$ cat src/rtl/booth_mul_scheduler.sv
// booth_mul_scheduler: round-robin arbiter sharing one sequential signed Booth multiplier among NREQ requesters
module booth_mul_scheduler #(
  parameter int NREQ = 4
) (
  input  logic              clk,
  input  logic              rst,
  input  logic [NREQ-1:0]   req,
  input  logic [NREQ*8-1:0] a_in,
  input  logic [NREQ*8-1:0] b_in,
  output logic [NREQ-1:0]   gnt,
  output logic [NREQ-1:0]   done,
  output logic [15:0]       result,
  output logic              sched_busy,
  output logic              mul_start,
  output logic [7:0]        mul_mc,
  output logic [7:0]        mul_mp,
  input  logic              mul_busy,
  input  logic [15:0]       mul_prod
);
  localparam int IW = $clog2(NREQ);
  typedef enum logic [1:0] {IDLE, LAUNCH, RUN, CAPTURE} state_t;
  state_t          r_state, w_next;
  logic [NREQ-1:0] r_gnt, r_done, w_elig;
  logic [15:0]     r_result;
  logic            r_busy, r_start, w_any, w_take;
  logic [7:0]      r_mc, r_mp;
  logic [IW-1:0]   r_idx, r_ptr, w_idx;
  int              w_j;
  // A requester whose done is pulsing this cycle is masked so it cannot win twice in a row
  assign w_elig = req & ~r_done;
  always_comb begin
    w_idx = '0;
    w_any = 1'b0;
    w_j   = 0;
    for (int k = NREQ - 1; k >= 0; k--) begin
      w_j = int'(r_ptr) + k;
      w_j = (w_j >= NREQ) ? w_j - NREQ : w_j;
      if (w_elig[IW'(w_j)]) begin
        w_any = 1'b1;
        w_idx = IW'(w_j);
      end
    end
  end
  assign w_take = (r_state == IDLE) && w_any;
  // mul_busy is only consulted in RUN; the multiplier has no reset and may report X while idle
  always_comb begin
    w_next = (r_state == IDLE)   ? (w_any ? LAUNCH : IDLE) :
             (r_state == LAUNCH) ? RUN :
             (r_state == RUN)    ? (mul_busy ? RUN : CAPTURE) : IDLE;
  end
  always_ff @(posedge clk or posedge rst) begin
    if (rst) r_state <= IDLE;
    else     r_state <= w_next;
  end
  always_ff @(posedge clk or posedge rst) begin
    if (rst) begin
      r_gnt    <= '0;
      r_done   <= '0;
      r_result <= '0;
      r_busy   <= 1'b0;
      r_start  <= 1'b0;
      r_mc     <= '0;
      r_mp     <= '0;
      r_idx    <= '0;
      r_ptr    <= '0;
    end else begin
      r_start <= w_take;
      r_busy  <= (w_next != IDLE);
      r_done  <= (r_state == CAPTURE) ? NREQ'(1) << r_idx : '0;
      if (w_take) begin
        r_idx <= w_idx;
        r_mc  <= a_in[8*w_idx +: 8];
        r_mp  <= b_in[8*w_idx +: 8];
        r_gnt <= NREQ'(1) << w_idx;
      end
      if (r_state == CAPTURE) begin
        r_result <= mul_prod;
        r_gnt    <= '0;
        r_ptr    <= (r_idx == IW'(NREQ - 1)) ? '0 : r_idx + 1'b1;
      end
    end
  end
  assign gnt        = r_gnt;
  assign done       = r_done;
  assign result     = r_result;
  assign sched_busy = r_busy;
  assign mul_start  = r_start;
  assign mul_mc     = r_mc;
  assign mul_mp     = r_mp;
endmodule

$ cat config.mk
export PLATFORM = sky130hd
export DESIGN_NAME = booth_mul_scheduler
export DESIGN_NICKNAME = d
export VERILOG_FILES = /design/src/rtl/booth_mul_scheduler.sv
export SDC_FILE = /design/constraint.sdc
export NUM_CORES = 1
export LEC_CHECK = 0
export CAP_MARGIN = 10
export CELL_PAD_IN_SITES_DETAIL_PLACEMENT = 1
export CELL_PAD_IN_SITES_GLOBAL_PLACEMENT = 1
export CORE_MARGIN = 3
export CORE_UTILIZATION = 31
export CTS_CLUSTER_SIZE = 30
export DETAILED_ROUTE_END_ITERATION = 8
export PLACE_DENSITY = 0.81
export SYNTH_ARGS = -nofsm -noshare
export SYNTH_HDL_FRONTEND = slang
export SYNTH_SLANG_ARGS = --single-unit
export TNS_END_PERCENT = 30
$ cat constraint.sdc
create_clock -name clk -period 2.1 [get_ports clk]
set_input_delay 0.315 -clock clk [delete_from_list [all_inputs] [get_ports clk]]
set_output_delay 0.315 -clock clk [all_outputs]
set_load 0.02 [all_outputs]
==> flow_summary.json, run 1 <==
{
  "synth-seq-area-share": 0.423,
  "drtIter0Drc": 44,
  "hpwl_mm": 6.84,
  "track_usage": 0.171,
  "holdWs_ns": 0.363,
  "layout_commonest_cell": "clkdlybuf4s50_1",
  "rsz0062_at_grt": "true",
  "syn_inst": 258,
  "grt_overflow": 0,
  "vias_per_cell": 4.90,
  "worstSetupPathType": "input pin to flop",
  "path_clk_slew_ns": 0.09,
  "htreeDepth": 2,
  "initial_core_util": 0.323,
  "maxSlewViolCount": 0,
  "async_reset_ff_frac": 1.00,
  "cp_data_required_time_ns": 2.33,
  "io_pins": 129,
  "nNetsFinal": 496,
  "drt_wl_total_mm": 8.77,
  "outcome": "finished, final reports clean",
  "crit_path_start_kind": "input pin",
  "end_kind": "flop",
  "maxCapViolations": 0,
  "die-area_um2": 10400,
  "first_pass_iters": 4,
  "synthesis.nets": 353,
  "p_per_area_nw_per_um2": 1360,
  "wl_per_cell_um": 17.2,
  "grt_pass1_wl_mm": 13.9,
  "num_rows": 34,
  "vias": 2497,
  "fillCellCount": 993,
  "antenna_found_initial": 0,
  "syn_avg_cell_area_um2": 11.0,
  "worst_pin_slew_ns": 0.498,
  "max-clock-path-buffers": 2,
  "core-area_um2": 8810,
  "worstHoldPathType": "input pin to async pin",
  "grt_max_degree": 28,
  "gp_congestion": 0.772,
  "period_needed_ns": 2.02,
  "slew_headroom": 0.667,
  "hold_viol_final": 0,
  "die_h_um": 102,
  "finalPower_uw": 6220,
  "die_w_um": 102,
  "setup_viol": 0,
  "cts_made_buffers": 5,
  "portBuffers": 128,
  "tritoncts": "built",
  "finalInstanceArea_um2": 4560,
  "netlist_area_um2": 2840,
  "ys.flop_type": "dfrtp_1",
  "clock_latency_ns": 0.29,
  "r2r-end": "mul_mc[2]",
  "cp_max_fo": 10,
  "drc": 0,
  "ys_ff_latch": 48,
  "finalCritPeriodShare": 0.960,
  "layout-drive-gt1-share": 0.229,
  "reg2reg_depth": 9,
  "finClkSkew_ns": 0.00521,
  "ff2ff_setup_slack_ns": 0.12,
  "grt_pass1_vias": 2725,
  "clock_sinks": 48,
  "synth.distinct_cells": 38,
  "area_growth_pct": 60.6,
  "yosys_warnings": 0,
  "mostFrequentLayoutCells": "clkdlybuf4s50_1, dfrtp_1, mux2_2, mux2i_1, a21oi_1",
  "final_util": 0.518,
  "placed_cell_area_um2": 4440,
  "power.leakage_uw": 0.00192,
  "r2r_start": "done[2]",
  "fmax_mhz": 496,
  "vdd_ir_drop_max_uv": 575,
  "arrival_ns": 2.24,
  "cts-root-buf": "clkbuf_8",
  "diodes": 0,
  "synth-edff-count": 0,
  "ant_nets": 0
}
per-layer routing:
metal,vias to the layer above,part of all wire,global-route usage
li1,1185,-,-
met1,1237,0.41,0.207
met2,70,0.53,0.308
met3,5,0.057,0.0379
met4,0,0.0055,0.0399
met5,-,0,0
worst max-delay path, stage by stage:
cell             delay [ns]
clkdlybuf4s50_1        0.45
nor2b_4                0.16
nor3_2                 0.06
buf_4                  0.16
nor4_4                 0.25
buf_4                  0.19
buf_12                 0.15
mux2i_1                0.08
mux2_2                 0.27
a21oi_2                0.13
synthesized netlist by cell type (all sizes together), types with 3 or more instances:
cell    number  area share
dfrtp       48        0.42
a21oi       40       0.084
mux2        33        0.13
mux2i       32        0.11
nor2        17       0.022
nor2b       14       0.034
clkbuf       9       0.012
buf          8       0.026
ha           8       0.035
inv          8       0.011
nand2        7      0.0092
and2b        6       0.016
and2         4      0.0088
nand2b       3      0.0066
o21ai        3      0.0053
where the power goes:
group	leakage (uW)	internal, uW	switching [uW]
combinational	0.00131	2070	1920
clock	0.0000445	268	315
sequential	0.000567	1360	291
total	0.00192	3700	2530
what timing repair did:
item                                    4_1_cts  5_1_grt
resized for setup                             0        6
setup buffers                                 0        2
endpoints found under the setup margin        0       16
hold buffers                                  0        0
through the flow:
stage          setup TNS (ns)  setup slack (ns)  cells
4_1_cts                     0           0.00743    508
3_3_place_gp            -2.88            -0.203    500
6_report                    0            0.0833    510
5_1_grt               -0.0789           -0.0217    510
2_1_floorplan               0            0.0867    258
3_5_place_dp            -4.67            -0.302    500
cells by family (layout without fill, tap and decap cells):
| group | count (synthesis) | count (layout) | synth area share |
|---|---|---|---|
| muxes | 65 | 65 | 0.244 |
| and+or+nand+nor | 61 | 61 | 0.126 |
| AOI/OAI and AO/OA | 51 | 51 | 0.124 |
| DFF | 48 | 48 | 0.423 |
| buffers and inverters | 25 | 169 | 0.0484 |
| adders and majority gates | 8 | 8 | 0.0352 |
state kept, by name, indices dropped and copies added, names as in the netlist:
signal      count
done            4
gnt             4
mul_mc          8
mul_mp          8
mul_start       1
r_idx           2
r_ptr           2
r_state         2
result         16
sched_busy      1
how the worst max path moves through the flow:
stage,startpoint,endpoint,slack (ns),depth (start not counted)
detailed placement,req[3],mul_mc[1],-0.30,8
finish,req[1],mul_mc[2],0.08,10
CTS,req[3],mul_mp[2],0.007,8
global route,done[2],mul_mc[3],-0.02,9
global placement,req[1],mul_mc[1],-0.20,9
floorplan,done[0],mul_mp[0],0.09,8
cell type report:
type                            count  area [um^2]  area share
Clock buffer                        7         86.3      0.0189
Clock inverter                      1         7.51     0.00164
Inverter                            8         30.0     0.00658
Multi-Input combinational cell    185         1550       0.339
Sequential cell                    48         1200       0.264
Tap cell                          108          135      0.0296
Timing Repair Buffer              153         1560       0.341
Note: power is estimated with default switching activity, not from simulation.
==> run 2, diff against run 1 <==
MAX_ROUTING_LAYER = met4   (was not set)
==> run 2 against run 1 <==
  * Sequential share of layout area did not move
  * Largest cell class unchanged
  * Power barely moved
  * Largest power group unchanged
  * Flip-flop and latch count did not move
  * Cell count did not move
  * Worst setup slack got worse by 0.0049 ns
==> flow_summary.json, run 2 (synthesis results as in run 1) <==
{
  "p_int_uw": 3700,
  "outcome": "finished, final reports clean",
  "clock_sinks": 48,
  "initial_core_util": 0.323,
  "num_rows": 34,
  "max-clock-path-buffers": 2,
  "grt_overflow": 0,
  "finalCritPeriodShare": 0.963,
  "dp_cells": 500,
  "cts_made_buffers": 5,
  "nNetsFinal": 496,
  "diodes": 0,
  "drc": 0,
  "gp_congestion": 0.783,
  "cp_data_required_time_ns": 2.29,
  "core-area_um2": 8810,
  "wl_per_cell_um": 17.2,
  "p_seq_frac": 0.265,
  "comb_power_share": 0.641,
  "hold_viol_final": 0,
  "first_pass_iters": 4,
  "arrival_ns": 2.21,
  "cts-root-buf": "clkbuf_8",
  "fmax_mhz": 495,
  "slew_headroom": 0.665,
  "maxSlewViolCount": 0,
  "finalPower_uw": 6220,
  "mostFrequentLayoutCells": "clkdlybuf4s50_1, dfrtp_1, mux2_2, mux2i_1, a21oi_1",
  "cp_max_fo": 10,
  "antenna_found_initial": 0,
  "setup_viol": 0,
  "grt_pass1_vias": 2731,
  "p_sw_uw": 2520,
  "p_sw_frac": 0.406,
  "hpwl_mm": 6.84,
  "die_w_um": 102,
  "grt_pass1_wl_mm": 13.9,
  "rsz0062_at_grt": "true",
  "die-area_um2": 10400,
  "power.leakage_uw": 0.00192,
  "worstHoldPathType": "input pin to async pin",
  "p_per_area_nw_per_um2": 1360,
  "placed_cell_area_um2": 4440,
  "holdWs_ns": 0.365,
  "maxCapViolations": 0,
  "stdcell_count": 510,
  "portBuffers": 128,
  "layout-drive-gt1-share": 0.229,
  "worst_pin_slew_ns": 0.502,
  "period_needed_ns": 2.02,
  "vias": 2499,
  "largest_reg_flops": 16,
  "crit_path_start_kind": "input pin",
  "grt_max_degree": 28,
  "clkPwrFrac": 0.094,
  "clock_latency_ns": 0.30,
  "path_clk_slew_ns": 0.09,
  "cts_hold_buf": 0,
  "finalInstanceArea_um2": 4560,
  "ant_nets": 0,
  "io_pins": 129,
  "layout_commonest_cell": "clkdlybuf4s50_1",
  "die_h_um": 102,
  "worstSetupPathType": "input pin to flop",
  "htreeDepth": 2,
  "track_usage": 0.176,
  "tritoncts": "built",
  "end_kind": "flop",
  "drtIter0Drc": 54,
  "finClkSkew_ns": 0.00751,
  "drt_wl_total_mm": 8.78,
  "vdd_ir_drop_max_uv": 576,
  "vias_per_cell": 4.90,
  "area_growth_pct": 60.6
}
[run 2: cell counts in the layout (fill, tap and decap cells not counted)]
Identical to the previous run, type by type.
[run 2: final timing paths]
check	slack [ns]	start	endpoint	depth (start not counted)
setup / recovery	0.08	req[1]	mul_mc[1]	10
hold / removal	0.36	rst	gnt[2]	2
setup reg to reg	0.12	done[2]	mul_mc[1]	9
hold reg to reg	0.51	result[5]	result[5]	1
max in group asynchronous	1.20	rst	r_ptr[1]	3
min in group clk	0.51	result[5]	result[5]	1
[run 2: worst max-delay path: stages]
cell and delay [ns]:
clkdlybuf4s50_1 0.45, nor2b_4 0.16, nor3_2 0.06, buf_4 0.16, nor4_4 0.25, buf_4 0.19
buf_12 0.15, mux2i_1 0.22, mux2_2 0.19, a21oi_2 0.05
[run 2: timing repair]
action / in CTS / in global routing
setup buffers: 0 / 2
endpoints found under the setup margin: 0 / 16
gates resized for setup: 0 / 6
endpoints found under the hold margin: 0 / 0
[run 2: metal layers]
layer	vias up	GRT usage	share of wire
li1	1186	-	-
met1	1240	0.212	0.42
met2	68	0.308	0.52
met3	5	0.0303	0.046
met4	0	0.0399	0.0055
met5	-	-	0
[run 2: final cells by class]
type | count | area [um^2]
Sequential cell | 48 | 1200
Clock buffer | 7 | 86.3
Tap cell | 108 | 135
Timing Repair Buffer | 153 | 1560
Clock inverter | 1 | 7.51
Multi-Input combinational cell | 185 | 1550
Fill cell | 993 | 4240
Inverter | 8 | 30.0
[run 2: through the flow]
step / TNS, ns / utilization / worst slack, ns
final: 0 / 0.518 / 0.0784
after global routing: -0.0754 / 0.518 / -0.0213
after CTS: 0 / 0.514 / 0.00743
after detailed placement: -4.67 / 0.504 / -0.302
after global placement: -2.88 / 0.504 / -0.203
after floorplan: 0 / - / 0.0867
[run 2: power groups by stage]
| stage | Sequential [uW] | Combinational (uW) | Clock [uW] |
|---|---|---|---|
| after floorplan | 2040 | 1880 | 0 |
| after global placement | 1640 | 3890 | 0 |
| after detailed placement | 1670 | 4030 | 0 |
| after CTS | 1650 | 4050 | 603 |
| after global routing | 1720 | 4290 | 650 |
| final | 1650 | 3990 | 582 |
==> run 3, diff against run 2 <==
CELL_PAD_IN_SITES_DETAIL_PLACEMENT = not set   (was 1)
CELL_PAD_IN_SITES_GLOBAL_PLACEMENT = not set   (was 1)
CORE_ASPECT_RATIO = 1.25   (was not set)
CORE_UTILIZATION = 45   (was 31)
PLACE_DENSITY = 0.87   (was 0.81)
clock period = 2.58 ns   (was 2.1 ns; I/O delays follow)
==> run 3 against run 2 <==
  * Flip-flop and latch count stayed put
  * Register-to-register slack better by 0.43 ns
  * Combinational power is 24% lower
  * Global-route usage is 4.7 points higher
  * Critical path depth is 2 lower
  * Die area is 29% lower
  * Cell area is 3.4% lower
  * First-iteration DRC count is 100% higher
  * Worst setup slack better by 0.33 ns
  * Sequential power is 19% lower
  * Routed wire length is 11% lower
  * Critical path type unchanged
  * Largest power group unchanged
  * Highest routed layer unchanged
==> flow_summary.json, run 3 (synthesis results as in run 1) <==
{
  "worstHoldPathType": "input pin to async pin",
  "cp_data_required_time_ns": 2.82,
  "ant_nets": 0,
  "diodes": 0,
  "finClkSkew_ns": 0.0103,
  "maxCapViolations": 0,
  "crit_path_start_kind": "input pin",
  "initial_core_util": 0.476,
  "worstSetupPathType": "input pin to flop",
  "drc": 0,
  "arrival_ns": 2.41,
  "clock_latency_ns": 0.31,
  "outcome": "finished, final reports clean",
  "first_pass_iters": 4,
  "tritoncts": "built",
  "cts_made_buffers": 5,
  "hpwl_mm": 6.03,
  "final_util": 0.738,
  "die_w_um": 77.1,
  "power.leakage_uw": 0.00186,
  "path_clk_slew_ns": 0.09,
  "track_usage": 0.223,
  "finalCritPeriodShare": 0.842,
  "grt_overflow": 0,
  "cp_max_fo": 21,
  "fin_tns_setup_ns": 0,
  "cpMaxStageDelayCell": "clkdlybuf4s50_1",
  "nNetsFinal": 483,
  "htreeDepth": 2,
  "vias_per_cell": 5.19,
  "wl_per_cell_um": 16.5,
  "core-area_um2": 5970,
  "cts_hold_buf": 0,
  "die-area_um2": 7310,
  "crit_path_frequent_cell": "a21oi_1",
  "largest_reg_flops": 16,
  "drtIter0Drc": 108,
  "setup_viol": 0,
  "maxSlewViolCount": 0,
  "path_cells": "clkdlybuf4s50_1, nor2b_2, a21oi_1, nor4_4, buf_12, mux2i_1, mux2_2, a21oi_1",
  "drt_wl_total_mm": 7.79,
  "worst_pin_slew_ns": 0.781,
  "hold_viol_final": 0,
  "vias": 2444,
  "dp_cells": 463,
  "num_rows": 31,
  "clock_sinks": 48,
  "vdd_ir_drop_max_uv": 636,
  "period_needed_ns": 2.17,
  "area_growth_pct": 55.2,
  "portBuffers": 128,
  "max-clock-path-buffers": 2,
  "die_h_um": 94.8,
  "cts-root-buf": "clkbuf_8",
  "mostFrequentLayoutCells": "clkdlybuf4s50_1, dfrtp_1, mux2_2, mux2i_1, a21oi_1",
  "end_kind": "flop",
  "cp_slowest_stage_delay_ns": 0.45,
  "layout_commonest_cell": "clkdlybuf4s50_1",
  "postCtsSetupRepairBufs": 0,
  "stdcell_count": 471,
  "grt_pass1_vias": 2460,
  "antenna_found_initial": 0,
  "fmax_mhz": 460,
  "gp_congestion": 0.851,
  "grt_max_degree": 26,
  "slew_headroom": 0.480,
  "p_per_area_nw_per_um2": 1130,
  "grt_pass1_wl_mm": 12.3,
  "io_pins": 129,
  "cts_resized": 0,
  "rsz0062_at_grt": "false",
  "layout-drive-gt1-share": 0.193
}
[run 3: changes by cell type in the layout (fill, tap and decap cells not counted), sizes merged]
cell and delta:
buf -13, bufinv +1, clkinvlp -1
[run 3: layout make-up]
cell class	instances	area, um^2
clock buffers	7	96.3
clock inverters	1	30.0
fillers	441	1560
inverters	8	30.0
multi-input cells	185	1530
flip-flops and latches	48	1200
well taps	82	103
repair buffers	140	1420
[run 3: worst max-delay path: cells and delay by family]
family,cells,cell delay (ns)
buffers and inverters,2,0.68
AND/OR/NAND/NOR,2,0.64
AO/OA/AOI/OAI,2,0.33
multiplexers,2,0.37
[run 3: metal layers]
layer	wire length, um	global-route usage
met5	0	-
met4	142	0.0786
met3	308	0.0334
met2	4500	0.411
met1	2840	0.245
[run 3: where the power goes]
| part | switching [uW] | internal, uW | total (uW) |
|---|---|---|---|
| Sequential | 225 | 1110 | 1330 |
| Clock | 254 | 342 | 596 |
| Combinational | 1490 | 1550 | 3040 |
[run 3: final timing paths]
check / cells after the start / slack (ns) / to / from
hold / removal: 2 / 0.45 / r_ptr[0] / rst
setup / recovery: 8 / 0.41 / mul_mc[3] / req[1]
min in group clk: 1 / 0.51 / result[9] / result[9]
hold reg to reg: 1 / 0.51 / result[9] / result[9]
setup reg to reg: 7 / 0.55 / mul_mc[3] / done[1]
max in group asynchronous: 3 / 1.61 / mul_mp[6] / rst
[run 3: metrics by stage]
stage / setup WS [ns] / hold WS [ns] / instance area, um^2 / power, uW
2_1_floorplan: 0.567 / 0.496 / 2840 / 3190
3_3_place_gp: 0.130 / 0.490 / 4280 / 4320
3_5_place_dp: 0.0445 / 0.494 / 4280 / 4400
4_1_cts: 0.386 / 0.470 / 4410 / 5010
5_1_grt: 0.263 / 0.511 / 4410 / 5280
6_report: 0.407 / 0.451 / 4410 / 4970
